File: config.mk
export PLATFORM = sky130hd
export DESIGN_NAME = multi_pwm_generator
export DESIGN_NICKNAME = d
export VERILOG_FILES = /design/src/rtl/multi_pwm_generator.sv
export SDC_FILE = /design/constraint.sdc
export NUM_CORES = 1
export LEC_CHECK = 0
export CAP_MARGIN = 40
export CELL_PAD_IN_SITES_DETAIL_PLACEMENT = 1
export CELL_PAD_IN_SITES_GLOBAL_PLACEMENT = 1
export CORE_ASPECT_RATIO = 1.5
export CORE_MARGIN = 10
export CORE_UTILIZATION = 49
export CTS_CLUSTER_DIAMETER = 60
export DETAILED_ROUTE_END_ITERATION = 7
export GPL_TIMING_DRIVEN = 0
export PLACE_DENSITY = 0.84
export SYNTH_ARGS = -nofsm -noshare
export SYNTH_HDL_FRONTEND = slang
export SYNTH_SLANG_ARGS = --single-unit
File: constraint.sdc
create_clock -name clk -period 5.9 [get_ports clk]
set_clock_uncertainty 0.05 [all_clocks]
set_input_delay 1.18 -clock clk [delete_from_list [all_inputs] [get_ports clk]]
set_output_delay 1.18 -clock clk [all_outputs]
set_load 0.1 [all_outputs]
File: src/rtl/multi_pwm_generator.sv
// N-channel PWM (edge/center aligned) with shared counter, shadowed period/duty and per-channel dead time.
// Latency: outputs registered one cycle after the compare; no backpressure, free-running while en is high.
module multi_pwm_generator #(
    parameter int NUM_CH   = 4,
    parameter int WIDTH    = 16,
    parameter int DT_WIDTH = 8
) (
    input  logic                    clk,
    input  logic                    rst,
    input  logic                    en,
    input  logic                    center_mode,
    input  logic [WIDTH-1:0]        period,
    input  logic [NUM_CH*WIDTH-1:0] duty,
    input  logic [DT_WIDTH-1:0]     dead_time,
    input  logic                    load,
    output logic [NUM_CH-1:0]       pwm_hi,
    output logic [NUM_CH-1:0]       pwm_lo,
    output logic                    period_start,
    output logic                    load_pending
);

    logic [WIDTH-1:0]               ctr_q, ctr_d;
    logic                           dir_q, dir_d;     // 1 = counting down (center mode)
    logic [WIDTH-1:0]               per_q, per_d, pper_q, pper_d;
    logic [NUM_CH*WIDTH-1:0]        duty_q, duty_d, pduty_q, pduty_d;
    logic                           cmode_q, cmode_d, pcmode_q, pcmode_d;
    logic                           pend_q, pend_d;
    logic [NUM_CH-1:0]              raw;
    logic [NUM_CH-1:0]              last_q, last_d, idle_q, idle_d;
    logic [NUM_CH-1:0]              hi_q, hi_d, lo_q, lo_d;
    logic [NUM_CH-1:0][DT_WIDTH-1:0] dtc_q, dtc_d;
    logic                           ps_q, ps_d;
    logic                           term, apply;

    // P=1 in center mode never turns around, so its top is also the terminal cycle.
    always_comb begin
        if (cmode_q) begin
            term = (per_q == '0) ||
                   ((ctr_q == WIDTH'(1)) && (dir_q || (per_q == WIDTH'(1))));
        end else begin
            term = (ctr_q == per_q);
        end
    end

    always_comb begin
        ctr_d = ctr_q;
        dir_d = dir_q;
        if (!en || term) begin
            ctr_d = '0;
            dir_d = 1'b0;
        end else if (!cmode_q) begin
            ctr_d = ctr_q + WIDTH'(1);
        end else if (dir_q) begin
            ctr_d = ctr_q - WIDTH'(1);
        end else if (ctr_q == per_q) begin
            ctr_d = ctr_q - WIDTH'(1);
            dir_d = 1'b1;
        end else begin
            ctr_d = ctr_q + WIDTH'(1);
        end
    end

    // Pending values go live at a period boundary, or at once while idle.
    always_comb begin
        apply    = (pend_q || load) && (!en || term);
        per_d    = per_q;
        duty_d   = duty_q;
        cmode_d  = cmode_q;
        pper_d   = pper_q;
        pduty_d  = pduty_q;
        pcmode_d = pcmode_q;
        pend_d   = pend_q;
        if (load) begin
            pper_d   = period;
            pduty_d  = duty;
            pcmode_d = center_mode;
        end
        if (apply) begin
            per_d   = load ? period      : pper_q;
            duty_d  = load ? duty        : pduty_q;
            cmode_d = load ? center_mode : pcmode_q;
            pend_d  = 1'b0;
        end else if (load) begin
            pend_d = 1'b1;
        end
    end

    always_comb begin
        for (int i = 0; i < NUM_CH; i++) begin
            raw[i] = (ctr_q < duty_q[i*WIDTH +: WIDTH]);
        end
    end

    // A change restarts the dead band; drive only once the band has expired.
    always_comb begin
        last_d = last_q;
        idle_d = idle_q;
        dtc_d  = dtc_q;
        hi_d   = '0;
        lo_d   = '0;
        for (int i = 0; i < NUM_CH; i++) begin
            if (!en) begin
                idle_d[i] = 1'b1;
                last_d[i] = 1'b0;
                dtc_d[i]  = '0;
            end else begin
                if (idle_q[i] || (raw[i] != last_q[i])) begin
                    idle_d[i] = 1'b0;
                    last_d[i] = raw[i];
                    dtc_d[i]  = dead_time;
                end else if (dtc_q[i] != '0) begin
                    dtc_d[i] = dtc_q[i] - DT_WIDTH'(1);
                end
                hi_d[i] = (dtc_d[i] == '0) &&  raw[i];
                lo_d[i] = (dtc_d[i] == '0) && !raw[i];
            end
        end
        ps_d = en && (ctr_q == '0);
    end

    always_ff @(posedge clk) begin
        if (rst) begin
            ctr_q    <= '0;
            dir_q    <= 1'b0;
            per_q    <= '0;
            duty_q   <= '0;
            cmode_q  <= 1'b0;
            pper_q   <= '0;
            pduty_q  <= '0;
            pcmode_q <= 1'b0;
            pend_q   <= 1'b0;
            last_q   <= '0;
            idle_q   <= '1;
            dtc_q    <= '0;
            hi_q     <= '0;
            lo_q     <= '0;
            ps_q     <= 1'b0;
        end else begin
            ctr_q    <= ctr_d;
            dir_q    <= dir_d;
            per_q    <= per_d;
            duty_q   <= duty_d;
            cmode_q  <= cmode_d;
            pper_q   <= pper_d;
            pduty_q  <= pduty_d;
            pcmode_q <= pcmode_d;
            pend_q   <= pend_d;
            last_q   <= last_d;
            idle_q   <= idle_d;
            dtc_q    <= dtc_d;
            hi_q     <= hi_d;
            lo_q     <= lo_d;
            ps_q     <= ps_d;
        end
    end

    assign pwm_hi       = hi_q;
    assign pwm_lo       = lo_q;
    assign period_start = ps_q;
    assign load_pending = pend_q;

endmodule

; ---- Word level (Yosys, flattened, before mapping)
; Index checks and enable logic that the tools add are counted.
[word_totals]
regBits = 229
in_bits = 93
output_inout_bits = 10
elab_cells = 100
[classes]
addsub = 6
n_lt_le_gt_ge = 4
eq_ne = 7
n_mux = 21
bitwise_logic = 1
reduce_logical = 37
[op_table]
columns = cell, n
row1 = 2-to-1 mux 8 bit, 12
row2 = < comparator 16 bit, 4
row3 = 2-to-1 mux 16 bit, 4
row4 = 2-to-1 mux 64 bit, 1
row5 = == test 16 x 1 -> 1 bit (second input constant), 2
row6 = logical NOT 16 bit, 2
row7 = logical NOT 8 bit, 4
row8 = nonzero test 8 bit, 4
row9 = subtractor 8 x 1 -> 8 bit (second input constant), 4
row10 = adder 16 x 1 -> 16 bit (second input constant), 1
row11 = == test 16 bit, 1
row12 = subtractor 16 x 1 -> 16 bit (second input constant), 1
row13 = logical AND 1 bit, 11
row14 = logical OR 1 bit, 8
row15 = OR reduction 2 bit, 3
row16 = logical NOT 1 bit, 5
row17 = 2-to-1 mux 1 bit, 4
row18 = != test 1 bit, 4
row19 = inverter 1 bit, 1

; ---- Logic depth before layout (Yosys ltp)
[depth]
depth_word = 8
ltp_mapped = 10
ltp_nobuf = 8

; ---- Worst setup path after synthesis
; No wires, ideal clock.
[synth_path]
kind = in2reg
start = in rst
end = reg ctr_q[10]
setup_ns = 0.078
arrival_time_ns = 2.610
required_time_ns = 5.772
path_slack_ns = 3.162
cell_stages = 8
n_path_buf = 3
path_cell_list = clkbuf_1 > nor2b_1 > clkbuf_1 > inv_1 > a21oi_1 > nand2_1 > buf_2 > nor3_1
[synth_via]
elab_chain_len = 1
[synth_rtl]
columns = element, line
row1 = start: declaration, 9  ; input logic rst,
row2 = OR reduction 2 bit (no source line), -
row3 = end signal: assignment, 139  ; ctr_q <= ctr_d;
row4 = end: declaration, 22  ; logic [WIDTH-1:0] ctr_q, ctr_d;
; No other way between the ends.
; A chain may end at the register's enable or synchronous reset.

; ---- Worst setup path in the final report
[layout_path]
start = in en
end = reg ctr_q[14]
[layout_via]
elab_chain_len = 3
[layout_rtl]
columns = element, line
row1 = start: declaration, 10  ; input logic en,
row2 = logical NOT 1 bit, -
row3 = logical OR 1 bit, 48  ; if (!en || term) begin
row4 = OR reduction 2 bit (no source line), -
; No other way between the ends.

==> flow_metrics.tcl <==
set metrics [dict create \
    synth-seq-cells 229 \
    end_kind "flop" \
    insertion_delay_ps 510 \
    cts_buffers 23 \
    yosys.area.top_type "dfxtp_1" \
    min_path_type "reg2reg" \
    cts_resized 0 \
    max_slew_margin_pct 46.57 \
    dpl.hpwl_mm 25.99 \
    synth_edf_count 0 \
    grt_pass1_vias 10555 \
    crit_path_start_kind "input pin" \
    ys_seq_area_share_pct 38.83 \
    cts-root-buf "clkbuf_16" \
    grt_max_degree 15 \
    die_h_um 210.1 \
    p_total_w 0.004121 \
    timing.setup.tns_ps 0 \
    setup_viol 0 \
    cts_setup_buffers 0 \
    nets 1545 \
    drtAntennaViolNets 0 \
    drc_errors 0 \
    via_per_inst 5.544 \
    gp_congestion 0.9340 \
    syn_nets 1408 \
    maxCapViolCount 0 \
    synthArstFlopShare_pct 0 \
    yosys_warnings 0 \
    cts_max_level 1 \
    start_util_pct 49.73 \
    cp.required_ps 6270 \
    netlist_area_sq_um 11810 \
    status "complete, no violations" \
    via_count 9497 \
    power.density_nw_per_um2 292.3 \
    cts_tree "yes" \
    clock_sinks 229 \
    crit_arrival_ps 3910 \
    area_growth_pct 19.41 \
    synth_top_area_share_pct 38.83 \
    wl_mm 34.99 \
    avgSynthCellArea_sq_um 9.499 \
    critPathKind "in2reg" \
    path_clk_slew_ps 70 \
    dp_cells 1673 \
    diodes 0 \
    die_area_sq_um 30830 \
    antenna_found_initial 0 \
    portBuffers 100 \
    grt-ovfl-total 0 \
    top_layer "met4" \
    firstDrtPassIters 5 \
    die_x_um 146.7 \
    slew_viol_final 0 \
    min_period_over_period_pct 60.01 \
    synth_cells 1243 \
    crit_fanout 10 \
    finalNonFillerCells 1713 \
    ys.flop_type "dfxtp_1" \
    dr_wl_met2_mm 18.69 \
    met3_length_mm 1.398 \
    rsz0062_at_grt "false" \
    ir_worst_vdd_mv 0.2201 \
    fmax_mhz 282.4 \
    cts_hold_buf 0 \
    row_count 69 \
    core-area_sq_um 23740 \
    leakage_nw 5.997 \
    final_layout_size_suffix_gt1_share_pct 11.84 \
    ys_types 68 \
    wl_met1_mm 13.39 \
    clockBufferDepth 3 \
    first_iter_violations 412 \
    tightestPinTransition_ps 801.5 \
    wl_per_cell_um 20.42 \
    period_needed_ps 3541 \
    yosys-top-cells-area "dfxtp_1, mux2_4, mux2i_1, ha_1, nor2_1" \
    hold_violations 0 \
    hold_ws_ps 465.3 \
    io_pins 103 \
    grt_usage_pct 22.05 \
    grt_pass1_wl_mm 55.77 \
]
[placed cells by master (no fill, tap or decap), drive strengths merged, types with 3 or more instances in the layout]
master         instances
nand2                 71
a31o                   3
nor3                  36
nor4                  15
nand3                 33
nand4b                 3
mux2i                114
clkinv                 6
inv                   83
o211ai                 7
nor4b                  3
nor2                 185
clkbuf                67
xor2                  11
nand4                 20
clkdlybuf4s50        100
and4                   5
a21boi                 6
ha                    72
or4                    7
a211oi                11
a211o                  3
dfxtp                229
xnor2                 23
nor3b                  8
a21oi                 42
o21a                   7
nand3b                 7
or3                    8
a2111oi                3
a21o                   5
buf                   34
or2                    3
o21ai                 22
mux2                  86
nand2b                 7
nor2b                 23
[sequential cells by signal (all words and copies together), names as in the netlist]
| signal | cells |
|---|---|
| period_start | 1 |
| pper_q | 16 |
| dir_q | 1 |
| per_q | 16 |
| ctr_q | 16 |
| idle_q | 4 |
| cmode_q | 1 |
| dtc_q | 32 |
| load_pending | 1 |
| pwm_hi | 4 |
| duty_q | 64 |
| pcmode_q | 1 |
| pduty_q | 64 |
| last_q | 4 |
| pwm_lo | 4 |
[cell type report]
cell class | count | area [sq um]
repair buffers | 112 | 1211
fillers | 2663 | 9642
flip-flops and latches | 229 | 4584
plain buffers | 58 | 315.3
multi-input cells | 874 | 6600
clock buffers | 31 | 635.6
clock inverters | 8 | 46.29
inverters | 82 | 307.8
well taps | 319 | 399.1
[kinds of logic after synthesis]
| kind of cell | count (synthesis) | synth area share [%] |
|---|---|---|
| AND/OR/NAND/NOR | 440 | 18.09 |
| adder cells (fa/ha/maj) | 72 | 7.630 |
| flip-flops | 229 | 38.83 |
| XOR/XNOR | 34 | 2.522 |
| multiplexers | 200 | 20.41 |
| buffers and inverters | 140 | 5.277 |
| AO/OA/AOI/OAI | 128 | 7.248 |
[worst paths after layout]
path                                  from    endpoint  slack (ps)  depth (start not counted)
worst max register to register   ctr_q[13]   dtc_q[26]        2520                          8
worst min-delay path            pduty_q[6]  pduty_q[6]         470                          2
worst max-delay path                    en   ctr_q[14]        2360                          8
worst min register to register  pduty_q[6]  pduty_q[6]         470                          2
[metal layers]
metal	up-vias	track usage (%)
met5	-	0
met4	0	10.14
met3	89	2.959
met2	216	41.73
met1	4611	23.56
li1	4581	-
[power by group]
part           internal, W  switching, W
clock network     0.000755      0.000613
registers          0.00166     0.0000709
logic             0.000462      0.000561
[critical path, cell delays in order]
cell             delay, ps
clkdlybuf4s50_1        570
nor2b_1                170
clkbuf_1               460
inv_1                  170
a21oi_1                490
nand2_1                310
buf_2                  310
nor3b_1                230
[per-stage QoR]
step	worst slack (ps)	utilization, %	instance area, sq um
3_3_place_gp	2053	55.63	13210
4_1_cts	2456	59.34	14090
2_1_floorplan	3162	-	11810
3_5_place_dp	2004	56.47	13410
5_1_grt	2288	59.39	14100
6_report	2359	59.39	14100
[synthesized netlist by cell type, types with 8 or more instances]
cell type and count:
nor2b_1 23, xor2_1 11, clkbuf_1 36, nor4_1 13, inv_1 82, dfxtp_1 229, nor3b_1 8, ha_1 72
buf_6 11, a211oi_1 10, mux2i_1 114, a21oi_1 42, buf_2 9, xnor2_1 23, nor2_1 185, or3_1 8
mux2_4 80, o21ai_0 22, nand4_1 20, nor3_1 36, nand2_1 71, nand3_1 33
No activity file was read; power rests on OpenSTA's default activity.
